File: src/rtl/gh_video_pkg.sv
// Shared video-path definitions for the guitar-player front end.
//   LUMA_K*      : BT.601-style luma weights scaled by 256 (they sum to 256)
//   VID_LATENCY  : pipeline depth from decoder inputs to binarised outputs
//   rgb_t        : one 24-bit pixel
//   vsync_t      : sync/enable bundle that travels alongside the pixel
//   thr_low/high : hysteresis band edges, clamped to the 8-bit luma range
package gh_video_pkg;

  localparam int LUMA_KR     = 77;
  localparam int LUMA_KG     = 150;
  localparam int LUMA_KB     = 29;
  localparam int VID_LATENCY = 3;

  typedef struct packed {
    logic [7:0] r;
    logic [7:0] g;
    logic [7:0] b;
  } rgb_t;

  typedef struct packed {
    logic hs;
    logic vs;
    logic de;
  } vsync_t;

  function automatic logic [7:0] thr_low(input logic [7:0] t, input logic [3:0] h);
    return (t > {4'd0, h}) ? (t - {4'd0, h}) : 8'd0;
  endfunction

  function automatic logic [7:0] thr_high(input logic [7:0] t, input logic [3:0] h);
    logic [8:0] s;
    s = {1'b0, t} + {5'd0, h};
    return s[8] ? 8'hFF : s[7:0];
  endfunction

endpackage

File: src/rtl/pixel_binarizer_luma_pipe.sv
// First two pipeline stages of the binariser: RGB -> 8-bit luma.
//   clk, rst_n           : pixel clock, synchronous active-low reset
//   red, green, blue     : input pixel components
//   hsync, vsync, vde    : input sync / data enable
//   luma                 : Y, two cycles after the inputs
//   hsync_dly, vsync_dly,
//   vde_dly              : sync / enable delayed to stay aligned with luma
module luma_pipe
  import gh_video_pkg::*;
(
  input  logic       clk,
  input  logic       rst_n,
  input  logic [7:0] red,
  input  logic [7:0] green,
  input  logic [7:0] blue,
  input  logic       hsync,
  input  logic       vsync,
  input  logic       vde,
  output logic [7:0] luma,
  output logic       hsync_dly,
  output logic       vsync_dly,
  output logic       vde_dly
);

  logic [15:0] pr, pg, pb;
  logic [15:0] sum;
  logic [7:0]  luma_q;
  vsync_t      sync_s1, sync_s2;

  // Weights sum to 256, so 255*256 = 65280 is the largest sum: no overflow.
  assign sum = pr + pg + pb;

  always_ff @(posedge clk) begin
    if (!rst_n) begin
      pr      <= '0;
      pg      <= '0;
      pb      <= '0;
      sync_s1 <= '0;
      luma_q  <= '0;
      sync_s2 <= '0;
    end else begin
      pr      <= 16'(red)   * 16'(LUMA_KR);
      pg      <= 16'(green) * 16'(LUMA_KG);
      pb      <= 16'(blue)  * 16'(LUMA_KB);
      sync_s1 <= '{hs: hsync, vs: vsync, de: vde};
      luma_q  <= 8'(sum >> 8);
      sync_s2 <= sync_s1;
    end
  end

  assign luma      = luma_q;
  assign hsync_dly = sync_s2.hs;
  assign vsync_dly = sync_s2.vs;
  assign vde_dly   = sync_s2.de;

endmodule

File: src/rtl/pixel_binarizer.sv
// Turns decoded RGB video into the 1-bit Pixel stream for the fret detectors,
// with per-line hysteresis and a per-frame bright-pixel count.
//   CLK, RST_N                 : pixel clock, synchronous active-low reset
//   HSync_in, VSync_in, VDE_in : decoder sync / data enable
//   Red, Green, Blue           : pixel components
//   Threshold                  : luma threshold, latched at each VSync_in rise
//   Hysteresis                 : band half-width, used live
//   Invert                     : 1 = dark pixels are reported as 1
//   HSync, VSync, VDE, Pixel   : outputs, 3 cycles after the inputs
//   BrightCount, CountValid    : last frame's Pixel=1 count and its update strobe
module pixel_binarizer
  import gh_video_pkg::*;
#(
  parameter logic [7:0] THRESH_DEFAULT = 8'd160,
  parameter int         CNT_W          = 21
) (
  input  logic             CLK,
  input  logic             RST_N,
  input  logic             HSync_in,
  input  logic             VSync_in,
  input  logic             VDE_in,
  input  logic [7:0]       Red,
  input  logic [7:0]       Green,
  input  logic [7:0]       Blue,
  input  logic [7:0]       Threshold,
  input  logic [3:0]       Hysteresis,
  input  logic             Invert,
  output logic             HSync,
  output logic             VSync,
  output logic             VDE,
  output logic             Pixel,
  output logic [CNT_W-1:0] BrightCount,
  output logic             CountValid
);

  localparam logic [CNT_W-1:0] ACC_MAX = {CNT_W{1'b1}};

  rgb_t             px;
  logic [7:0]       y_s2;
  logic             hs_s2, vs_s2, de_s2;
  logic [7:0]       thr_act;
  logic             vs_in_q;
  logic             lvl;
  logic [CNT_W-1:0] acc;

  logic [7:0]       thr_eff;
  logic             raw;
  logic             pix_next;
  logic             vs_rise;
  logic [CNT_W-1:0] acc_next;

  assign px = '{r: Red, g: Green, b: Blue};

  luma_pipe u_luma (
    .clk       (CLK),
    .rst_n     (RST_N),
    .red       (px.r),
    .green     (px.g),
    .blue      (px.b),
    .hsync     (HSync_in),
    .vsync     (VSync_in),
    .vde       (VDE_in),
    .luma      (y_s2),
    .hsync_dly (hs_s2),
    .vsync_dly (vs_s2),
    .vde_dly   (de_s2)
  );

  always_comb begin
    thr_eff  = lvl ? thr_low(thr_act, Hysteresis) : thr_high(thr_act, Hysteresis);
    raw      = (y_s2 >= thr_eff);
    pix_next = de_s2 & (raw ^ Invert);
    // VSync still holds the previous output value, so this is the output edge
    // being formed this cycle; the pixel leaving with it closes the frame.
    vs_rise  = vs_s2 & ~VSync;
    acc_next = (pix_next && (acc != ACC_MAX)) ? (acc + CNT_W'(1)) : acc;
  end

  always_ff @(posedge CLK) begin
    if (!RST_N) begin
      HSync       <= 1'b0;
      VSync       <= 1'b0;
      VDE         <= 1'b0;
      Pixel       <= 1'b0;
      lvl         <= 1'b0;
      vs_in_q     <= 1'b0;
      thr_act     <= THRESH_DEFAULT;
      acc         <= '0;
      BrightCount <= '0;
      CountValid  <= 1'b0;
    end else begin
      HSync   <= hs_s2;
      VSync   <= vs_s2;
      VDE     <= de_s2;
      Pixel   <= pix_next;
      // Tracks raw rather than Pixel so Invert leaves segment edges alone.
      lvl     <= de_s2 & raw;
      vs_in_q <= VSync_in;
      if (VSync_in && !vs_in_q) begin
        thr_act <= Threshold;
      end
      if (vs_rise) begin
        BrightCount <= acc_next;
        acc         <= '0;
        CountValid  <= 1'b1;
      end else begin
        acc         <= acc_next;
        CountValid  <= 1'b0;
      end
    end
  end

endmodule

File: config.mk
export PLATFORM = sky130hd
export DESIGN_NAME = pixel_binarizer
export DESIGN_NICKNAME = d
export VERILOG_FILES = /design/src/rtl/gh_video_pkg.sv /design/src/rtl/pixel_binarizer_luma_pipe.sv /design/src/rtl/pixel_binarizer.sv
export SDC_FILE = /design/constraint.sdc
export NUM_CORES = 1
export LEC_CHECK = 0
export CAP_MARGIN = 15
export CELL_PAD_IN_SITES_DETAIL_PLACEMENT = 1
export CELL_PAD_IN_SITES_GLOBAL_PLACEMENT = 2
export CORE_MARGIN = 8
export CORE_UTILIZATION = 33
export CTS_CLUSTER_DIAMETER = 50
export DETAILED_ROUTE_END_ITERATION = 7
export PLACE_DENSITY = 0.86
export REMOVE_ABC_BUFFERS = 1
export SYNTH_ARGS = -nofsm -noshare
export SYNTH_HDL_FRONTEND = slang
export SYNTH_HIERARCHICAL = 1
export SYNTH_SLANG_ARGS = --single-unit
File: constraint.sdc
create_clock -name CLK -period 3.9 [get_ports CLK]
set_clock_uncertainty 0.15 [all_clocks]
set_input_delay 0.39 -clock CLK [delete_from_list [all_inputs] [get_ports CLK]]
set_output_delay 0.39 -clock CLK [all_outputs]
set_load 0.02 [all_outputs]
==> results of run 1 <==
## cells in the mapped netlist, types with 7 or more instances
library cell / n / area share
sky130_fd_sc_hd__o31ai_1: 11 / 0.0096
sky130_fd_sc_hd__xor2_1: 8 / 0.0082
sky130_fd_sc_hd__o21a_1: 10 / 0.0087
sky130_fd_sc_hd__clkbuf_1: 18 / 0.0079
sky130_fd_sc_hd__xnor2_1: 22 / 0.022
sky130_fd_sc_hd__nand3_1: 42 / 0.024
sky130_fd_sc_hd__nor2b_1: 8 / 0.0058
sky130_fd_sc_hd__a21o_1: 8 / 0.0070
sky130_fd_sc_hd__o21ai_0: 34 / 0.020
sky130_fd_sc_hd__nor3_1: 16 / 0.0093
sky130_fd_sc_hd__nor2_1: 66 / 0.029
sky130_fd_sc_hd__o21bai_1: 9 / 0.0079
sky130_fd_sc_hd__fa_1: 40 / 0.093
sky130_fd_sc_hd__nand4_1: 21 / 0.015
sky130_fd_sc_hd__and2_1: 31 / 0.023
sky130_fd_sc_hd__a32oi_1: 10 / 0.010
sky130_fd_sc_hd__nand2b_1: 14 / 0.010
sky130_fd_sc_hd__buf_2: 14 / 0.0082
sky130_fd_sc_hd__o211ai_1: 27 / 0.024
sky130_fd_sc_hd__inv_1: 101 / 0.044
sky130_fd_sc_hd__a21oi_1: 53 / 0.031
sky130_fd_sc_hd__or3_1: 7 / 0.0051
sky130_fd_sc_hd__or4_1: 12 / 0.010
sky130_fd_sc_hd__ha_1: 130 / 0.19
sky130_fd_sc_hd__and3_1: 8 / 0.0058
sky130_fd_sc_hd__nand2_1: 65 / 0.028
sky130_fd_sc_hd__dfxtp_1: 114 / 0.27
## flip-flops by register name, indices dropped and copies added (netlist names), 3 cells and up
| register | cells |
|---|---|
| BrightCount | 21 |
| acc | 21 |
| thr_act | 8 |
| u_luma/luma | 8 |
| u_luma/pb | 13 |
| u_luma/pg | 15 |
| u_luma/pr | 15 |
| u_luma/sync_s1 | 3 |
## layer usage
layer | up-vias | track usage | wire [um]
met5 | - | 0 | 0
met1 | 3626 | 0.180 | 10400
met4 | 0 | 0.0521 | 480
li1 | 3708 | - | -
met3 | 33 | 0.0297 | 739
met2 | 118 | 0.283 | 11900
## stage by stage
stage	instances	hold WS, ns	worst slack, ns	area [um2]	utilization
2_1_floorplan	935	0.262	-1.23	8420	-
3_3_place_gp	1420	0.268	-0.634	10200	0.394
3_5_place_dp	1420	0.275	-0.744	10200	0.394
4_1_cts	1455	0.296	-0.0127	10900	0.423
5_1_grt	1459	0.307	-0.174	11000	0.429
6_report	1459	0.296	-0.00557	11000	0.429
## placed cells by master, fill, tap and decap left out, types with 5 or more instances in the layout
| master | netlist | final |
|---|---|---|
| sky130_fd_sc_hd__o211ai_1 | 27 | 27 |
| sky130_fd_sc_hd__nor2_1 | 66 | 64 |
| sky130_fd_sc_hd__clkinvlp_4 | 0 | 5 |
| sky130_fd_sc_hd__clkbuf_16 | 0 | 17 |
| sky130_fd_sc_hd__buf_4 | 1 | 81 |
| sky130_fd_sc_hd__and3_1 | 8 | 8 |
| sky130_fd_sc_hd__or4_1 | 12 | 10 |
| sky130_fd_sc_hd__o21ai_0 | 34 | 28 |
| sky130_fd_sc_hd__clkdlybuf4s50_1 | 0 | 64 |
| sky130_fd_sc_hd__inv_1 | 101 | 100 |
| sky130_fd_sc_hd__a21o_1 | 8 | 8 |
| sky130_fd_sc_hd__dfxtp_1 | 114 | 113 |
| sky130_fd_sc_hd__a32oi_1 | 10 | 10 |
| sky130_fd_sc_hd__o21a_1 | 10 | 10 |
| sky130_fd_sc_hd__nand2b_1 | 14 | 13 |
| sky130_fd_sc_hd__nor3_1 | 16 | 16 |
| sky130_fd_sc_hd__nor2b_1 | 8 | 7 |
| sky130_fd_sc_hd__a21oi_2 | 2 | 7 |
| sky130_fd_sc_hd__xor2_1 | 8 | 8 |
| sky130_fd_sc_hd__a21oi_1 | 53 | 48 |
| sky130_fd_sc_hd__fa_1 | 40 | 38 |
| sky130_fd_sc_hd__buf_6 | 1 | 6 |
| sky130_fd_sc_hd__o21bai_1 | 9 | 9 |
| sky130_fd_sc_hd__o31ai_1 | 11 | 9 |
| sky130_fd_sc_hd__xnor2_1 | 22 | 22 |
| sky130_fd_sc_hd__nand2_1 | 65 | 65 |
| sky130_fd_sc_hd__and2_1 | 31 | 31 |
| sky130_fd_sc_hd__nand4_1 | 21 | 21 |
| sky130_fd_sc_hd__ha_1 | 130 | 128 |
| sky130_fd_sc_hd__nand3_1 | 42 | 42 |
| sky130_fd_sc_hd__or3_1 | 7 | 6 |
## what timing repair did
action,4_1_cts,5_1_grt
setup endpoints to repair,42,42
resized for setup,25,28
hold buffers,0,0
gates cloned,2,0
setup buffers,1,5
pin swaps,18,34
## cell type report
| class | instances | area [um2] |
|---|---|---|
| timing repair buffer | 157 | 1380 |
| fill | 2987 | 14700 |
| inverter | 102 | 383 |
| clock buffer | 21 | 470 |
| multi-input combinational | 719 | 5930 |
| tap | 335 | 419 |
| sequential | 114 | 2280 |
| clock inverter | 11 | 175 |
## cells by family after synthesis
kind of cell,synth area share
and+or+nand+nor,0.183
muxes,0.00598
xor gates and xnor gates,0.0306
buffers and inverters,0.0633
AOI/OAI and AO/OA,0.168
adders and majority gates,0.283
DFF,0.266
## worst max-delay path by stage
stage               slack, ns                     endpoint               startpoint  depth (start not counted)
floorplan               -1.23  BrightCount[0]$_SDFFE_PN0P_            Hysteresis[2]                         15
detailed placement      -0.74           acc[18]$_SDFF_PP0_            Hysteresis[2]                         18
finish                 -0.006           acc[17]$_SDFF_PP0_  thr_act[0]$_SDFFE_PN0P_                         19
CTS                     -0.01           acc[10]$_SDFF_PP0_  thr_act[0]$_SDFFE_PN0P_                         17
global route            -0.17           acc[17]$_SDFF_PP0_  thr_act[0]$_SDFFE_PN0P_                         19
global placement        -0.63  BrightCount[0]$_SDFFE_PN0P_            Hysteresis[2]                         18
## report_power, final
| group | internal, mW | switching, mW | total, mW |
|---|---|---|---|
| combinational | 1.13 | 1.29 | 2.42 |
| clock | 1.12 | 0.586 | 1.71 |
| sequential | 1.33 | 0.100 | 1.43 |
## worst reg2reg max path: cells and delay by family (launching register included)
family / cells / cell delay, ns
buffers and inverters: 4 / 0.49
flip-flops: 1 / 0.35
AND/OR/NAND/NOR: 4 / 0.89
adder cells (fa/ha/maj): 3 / 0.79
AO/OA/AOI/OAI: 8 / 1.14
==> results.rst, run 1 <==
.. list-table::
   :header-rows: 1

   * - Metric
     - Value
   * - Wire length of the first global-routing pass
     - 40,000 um
   * - Clk sinks
     - 114
   * - Largest net degree at the start of global routing
     - 39
   * - Final weighted congestion in routability-driven placement
     - 0.823
   * - Max-cap violations
     - 0
   * - Ordered cell list for the critical path
     - inv_2, ha_4, fa_2, nor2b_2, o21ai_1, nand2b_1, a2111oi_4, buf_4, nand2b_4, o32a_1, ha_1, a21o_1, a21oi_2, o2111a_2, a211oi_4, buf_6, buf_6, or4_4, a21oi_2
   * - Antenna violations before repair
     - 0
   * - CTS HTree Levels
     - 4
   * - RR Startpoint
     - thr_act[0]$_SDFFE_PN0P_
   * - Sequential area share after synthesis
     - 0.266
   * - Worst Min Path Start
     - u_luma/sync_s1[2]$_SDFF_PN0_
   * - Via count of the first global-routing pass
     - 8,322
   * - CTS max path bufs
     - 2
   * - Clock insertion delay at the later pin of the skew report
     - about 0.42 ns
   * - Starting Density
     - 0.333
   * - Clock root buffer
     - sky130_fd_sc_hd__clkbuf_16
   * - Clock slew at the register clock pins of the worst setup and hold paths
     - approximately 0.06 ns
   * - Global-route usage over all layers
     - 0.156
   * - Number of standard-cell rows in the floorplan
     - between 50 and 60
   * - Slowest stage cell, crit path
     - sky130_fd_sc_hd__or4_4
   * - Maximum clock frequency
     - 0.256 GHz
   * - Number of hold-slack violations in the final timing report
     - 0
   * - TritonCTS clock tree
     - built
   * - Slack of the worst reg-to-reg path
     - -0.006 ns
   * - Horizontal die dimension
     - about 180 um
   * - Reg-to-Reg End
     - acc[17]$_SDFF_PP0_
   * - Unrepaired setup endpoints after global routing
     - true
   * - Remaining global-route overflow
     - 0
   * - Number of buffers created by CTS
     - 17
   * - Die Ht
     - 177 um
   * - Number of max-slew violations in the final report
     - 0
   * - Antenna Diode Count
     - 0
   * - Accumulated negative setup slack
     - -0.00557 ns
   * - Required @ worst endpoint
     - 4.09 ns
   * - Ys Warns
     - 6
   * - Total power consumption of the routed design
     - 5.56 mW
   * - Wire length after detailed routing
     - between 20,000 and 25,000 um
   * - # nets final
     - 1,323
   * - Number of different library cells in the post-synthesis netlist
     - 71
   * - Detail Route Antenna Nets
     - 0
   * - Worst-margin pin slew
     - between 1 and 1.5 ns
   * - Reg2reg path depth
     - 19
   * - Proportion of synthesized flip-flops having asynchronous set or reset
     - 0
   * - Period utilisation layout
     - 1.00
   * - Sink of the worst hold path
     - u_luma/hsync_dly$_SDFF_PN0_
   * - Arrival time at the worst endpoint
     - 4.09 ns
   * - Mean number of vias per cell
     - approximately 5
   * - Violated checks
     - negative setup slack
   * - First-pass DRT Iterations
     - 4
   * - Worst slew slack as a fraction of its limit
     - 0.283
   * - Status
     - finished with violations
   * - Half-perimeter wire length after detailed placement
     - approximately 18,000 um
   * - Maximum VDD drop
     - roughly 0.38 mV
   * - Violation count after the first detailed-routing iteration
     - 224
   * - Critical Path Source Type
     - flip-flop
   * - Average size of a mapped cell
     - a little under 9 um2
   * - Post-route DRC violation count
     - 0
   * - Final worst-path setup slack
     - -0.00557 ns
   * - Count of final setup violators
     - 1
   * - Worst min-delay path category
     - flip-flop to flip-flop
   * - Share of post-route cells with drive strength above 1
     - 0.151
   * - Crit Path Class
     - flip-flop to flip-flop
   * - Pwr/cell area
     - 504 nW/um2
   * - DR vias
     - 7,485
   * - Post-synth EDFFs
     - 0
   * - Clock period minus worst slack
     - a little under 4 ns
   * - Synthesis-to-finish area growth
     - 28.7%
   * - Leakage Power
     - approximately 4.9 nW
   * - Synthesized netlist cell count
     - between 900 and 1,000
   * - Buffers on Ports
     - 67
   * - CP max stage delay
     - about 0.51 ns
   * - Crit Path Max Fanout
     - 6
   * - Cell depth of the worst min-delay path
     - 1
   * - Number of buffers and inverters on the critical path
     - 4
   * - Post-synth design cell area
     - between 8000 and 9000 um2
   * - Number of storage elements in the synthesis netlist
     - between 100 and 150
   * - DR WL/cell
     - around 16 um
   * - Area of the die
     - about 31,000 um2
   * - Count of pins on the block boundary
     - 68
   * - Kind of cell with the highest combined delay on the critical path
     - compound AO/OA/AOI/OAI gates
   * - Type of destination of the critical path
     - flip-flop
   * - Placeable core region
     - between 20,000 and 30,000 um2
   * - Leading register cell type out of synthesis
     - sky130_fd_sc_hd__dfxtp_1
Power figures use the tool's default switching activity.
==> run 2, diff against run 1 <==
==> constraint.sdc (replaced) <==
create_clock -name CLK -period 3.9 [get_ports CLK]
set_clock_uncertainty 0.15 [all_clocks]
set_input_delay 0.585 -clock CLK [delete_from_list [all_inputs] [get_ports CLK]]
set_output_delay 0.585 -clock CLK [all_outputs]
set_load 0.02 [all_outputs]
==> results.rst, run 2 (synthesized netlist as in run 1, its figures left out) <==
.. list-table::
   :header-rows: 1

   * - Metric
     - Value
   * - Setup Slack @ Placement
     - -0.995 ns (-0.251 ns)
   * - Worst-margin pin slew
     - 0.849 ns (-0.221 ns)
   * - Wire length of the first global-routing pass
     - 40,400 um (+0.90%)
   * - Status
     - finished with violations
   * - TritonCTS clock tree
     - built
   * - Post-cts hold buffer count
     - 0 (unchanged)
   * - CTS HTree Levels
     - 4 (unchanged)
   * - Clk sinks
     - 114 (unchanged)
   * - Critical Path End
     - acc[16]$_SDFF_PP0_
   * - Clock insertion delay at the later pin of the skew report
     - 0.42 ns (about the same)
   * - Leakage Power
     - 5.07 nW (+4.0%)
   * - Part of the power in the clock network
     - 0.276 (-0.032)
   * - Mean number of vias per cell
     - 5.13 (about the same)
   * - Violation count after the first detailed-routing iteration
     - 253 (+13%)
   * - Half-perimeter wire length after detailed placement
     - 17,800 um (+0.69%)
   * - Top cell by count, worst path
     - sky130_fd_sc_hd__buf_12
   * - Total power consumption of the routed design
     - 5.53 mW (-0.51%)
   * - Final weighted congestion in routability-driven placement
     - 0.806 (-2.0%)
   * - First-pass DRT Iterations
     - 4 (unchanged)
   * - Final worst-path setup slack
     - -0.115 ns (-0.109 ns)
   * - RR Startpoint
     - thr_act[0]$_SDFFE_PN0P_
   * - Antenna Diode Count
     - 0 (unchanged)
   * - Slowest stage cell, crit path
     - sky130_fd_sc_hd__or4_1
   * - CTS max path bufs
     - 2 (unchanged)
   * - Power spent charging and discharging nets
     - 1.97 mW (-0.36%)
   * - Clock period minus worst slack
     - 4.01 ns (+0.109 ns)
   * - Die Ht
     - 177 um (unchanged)
   * - Largest registers in the final layout
     - BrightCount (21), acc (21)
   * - Type of destination of the critical path
     - flip-flop
   * - Maximum VDD drop
     - 0.387 mV (+2.0%)
   * - Via count of the first global-routing pass
     - 8,410 (+1.1%)
   * - DR vias
     - 7,621 (+1.8%)
   * - Worst setup path startpoint
     - thr_act[0]$_SDFFE_PN0P_
   * - Violated checks
     - negative setup slack
   * - Horizontal die dimension
     - 177 um (unchanged)
   * - Largest net degree at the start of global routing
     - 39 (unchanged)
   * - CP max stage delay
     - 0.47 ns (-0.04 ns)
   * - Required @ worst endpoint
     - 4.08 ns (about the same)
   * - Worst slew slack as a fraction of its limit
     - 0.433 (+0.150)
   * - FILL cells
     - 2,950 (-1.2%)
   * - Antenna violations before repair
     - 0 (unchanged)
   * - Remaining global-route overflow
     - 0 (unchanged)
   * - Period utilisation layout
     - 1.03 (+0.0280)
   * - DR WL/cell
     - 16.1 um (about the same)
   * - Ordered cell list for the critical path
     - ha_4, fa_2, nand2b_1, a21oi_2, buf_4, o211ai_1, nand2_1, nand2_2, o21ai_2, ha_1, nand2b_4, a2111oi_4, o2111a_2, a211oi_4, buf_12, buf_12, or4_1, a21oi_1
   * - Count of final setup violators
     - 30 (+29)
   * - P_int
     - 3.56 mW (-0.59%)
   * - Final hold slack
     - 0.309 ns (+0.0137 ns)
   * - Number of hold-slack violations in the final timing report
     - 0 (unchanged)
   * - Pwr/cell area
     - 486 nW/um2 (-3.6%)
   * - Buffers on Ports
     - 67 (unchanged)
   * - Share of post-route cells with drive strength above 1
     - 0.190 (+0.0390)
   * - Synthesis-to-finish area growth
     - 32.7%
   * - Slack of the worst reg-to-reg path
     - -0.11 ns (-0.11 ns)
   * - Number of max-slew violations in the final report
     - 0 (unchanged)
   * - Clock slew at the register clock pins of the worst setup and hold paths
     - 0.06 ns (about the same)
   * - Switching fraction of total power
     - 0.356 (+0.000516)
   * - Most common cell after layout, fill and taps aside
     - sky130_fd_sc_hd__ha_1
   * - Crit Path Max Fanout
     - 11 (+5)
   * - Critical Path Source Type
     - flip-flop
   * - Proportion of power drawn by flip-flops and latches
     - 0.258 (about the same)
   * - Wire length after detailed routing
     - 23,900 um (+1.9%)
   * - Number of buffers and inverters on the critical path
     - 3 (-1)
   * - Unrepaired setup endpoints after global routing
     - true
   * - Reg2reg path depth
     - 18 (-1)
   * - Global-route usage over all layers
     - 0.157 (+0.000747)
   * - Crit path depth
     - 18 (-1)
   * - Area of the die
     - 31,400 um2 (unchanged)
   * - Number of buffers created by CTS
     - 17 (unchanged)
   * - Most used cells in the layout excluding fill and tap cells
     - sky130_fd_sc_hd__ha_1 (124), sky130_fd_sc_hd__dfxtp_1 (112), sky130_fd_sc_hd__buf_4 (102)
   * - Maximum clock frequency
     - 0.249 GHz (-2.7%)
   * - Worst min-delay path category
     - flip-flop to flip-flop
   * - Count of pins on the block boundary
     - 68 (unchanged)
   * - Reg-to-Reg End
     - acc[16]$_SDFF_PP0_
   * - Max-cap violations
     - 0 (unchanged)
   * - Kind of cell with the highest combined delay on the critical path
     - compound AO/OA/AOI/OAI gates
   * - Detail Route Antenna Nets
     - 0 (unchanged)
   * - Arrival time at the worst endpoint
     - 4.19 ns (+0.10 ns)
   * - Number of standard-cell rows in the floorplan
     - 59 (unchanged)
   * - Comb power frac
     - 0.466 (+0.031)
   * - Placeable core region
     - 25,800 um2 (unchanged)
   * - Clock root buffer
     - sky130_fd_sc_hd__clkbuf_16
   * - Starting Density
     - 0.333 (unchanged)
   * - Post-route DRC violation count
     - 0 (unchanged)
   * - Crit Path Class
     - flip-flop to flip-flop
   * - # nets final
     - 1,351 (+2.1%)
==> run 2: cell types whose count changed in the layout (fill, tap and decap cells not counted), sizes merged, moves of 2 or more <==
| cell | delta |
|---|---|
| buf | +29 |
| clkinv | +6 |
| clkdlybuf4s50 | -3 |
| clkinvlp | -3 |
| bufinv | -2 |
| dlygate4sd2 | -2 |
| dlymetal6s2s | +2 |
| inv | -2 |
==> run 2: metal layers <==
| layer | wire, um | GRT usage | share of wire |
|---|---|---|---|
| met1 | 10500 | 0.182 | 0.44 |
| met2 | 12500 | 0.286 | 0.52 |
| met3 | 585 | 0.0254 | 0.024 |
| met4 | 340 | 0.0521 | 0.014 |
| met5 | 0 | 0 | 0 |
==> run 2: how the worst min path moves through the flow <==
stage                                      start                     endpoint  slack, ns  cells after the start
detailed placement  u_luma/sync_s1[2]$_SDFF_PN0_  u_luma/hsync_dly$_SDFF_PN0_       0.28                      1
global route        u_luma/sync_s1[2]$_SDFF_PN0_  u_luma/hsync_dly$_SDFF_PN0_       0.33                      1
finish              u_luma/sync_s1[2]$_SDFF_PN0_  u_luma/hsync_dly$_SDFF_PN0_       0.31                      1
global placement    u_luma/sync_s1[2]$_SDFF_PN0_  u_luma/hsync_dly$_SDFF_PN0_       0.27                      1
CTS                 u_luma/sync_s1[0]$_SDFF_PN0_    u_luma/vde_dly$_SDFF_PN0_       0.31                      1
floorplan            u_luma/hsync_dly$_SDFF_PN0_             HSync$_SDFF_PN0_       0.26                      1
==> run 2: area by class of cell <==
class	count	area, um2	area share
sequential	114	2290	0.201
inverter	102	385	0.0338
multi-input combinational	719	6060	0.532
timing repair buffer	185	1660	0.146
clock buffer	21	470	0.0413
tap	335	419	0.0368
clock inverter	10	109	0.00956
==> run 2: timing repair <==
item | CTS | global route
pin swaps | 36 | 62
cloned | 1 | 0
resized for setup | 44 | 58
endpoints found under the hold margin | 0 | 0
setup buffers | 11 | 7
setup endpoints to repair | 45 | 52
==> run 2: power by group through the flow <==
stage	Clock (mW)	Sequential, mW	Combinational (mW)
5_1_grt	1.62	1.45	2.89
4_1_cts	1.57	1.43	2.54
3_3_place_gp	0	1.45	2.33
2_1_floorplan	0	1.42	1.62
3_5_place_dp	0	1.45	2.40
6_report	1.53	1.43	2.58
==> run 2: per-stage QoR <==
stage | area (um2) | std cells | utilization | TNS [ns]
floorplan | 8420 | 935 | - | -46.61
global placement | 10300 | 1438 | 0.401 | -37.44
detailed placement | 10300 | 1438 | 0.401 | -45.20
CTS | 11100 | 1481 | 0.432 | -0.522
global route | 11400 | 1486 | 0.442 | -7.07
finish | 11400 | 1486 | 0.442 | -1.48
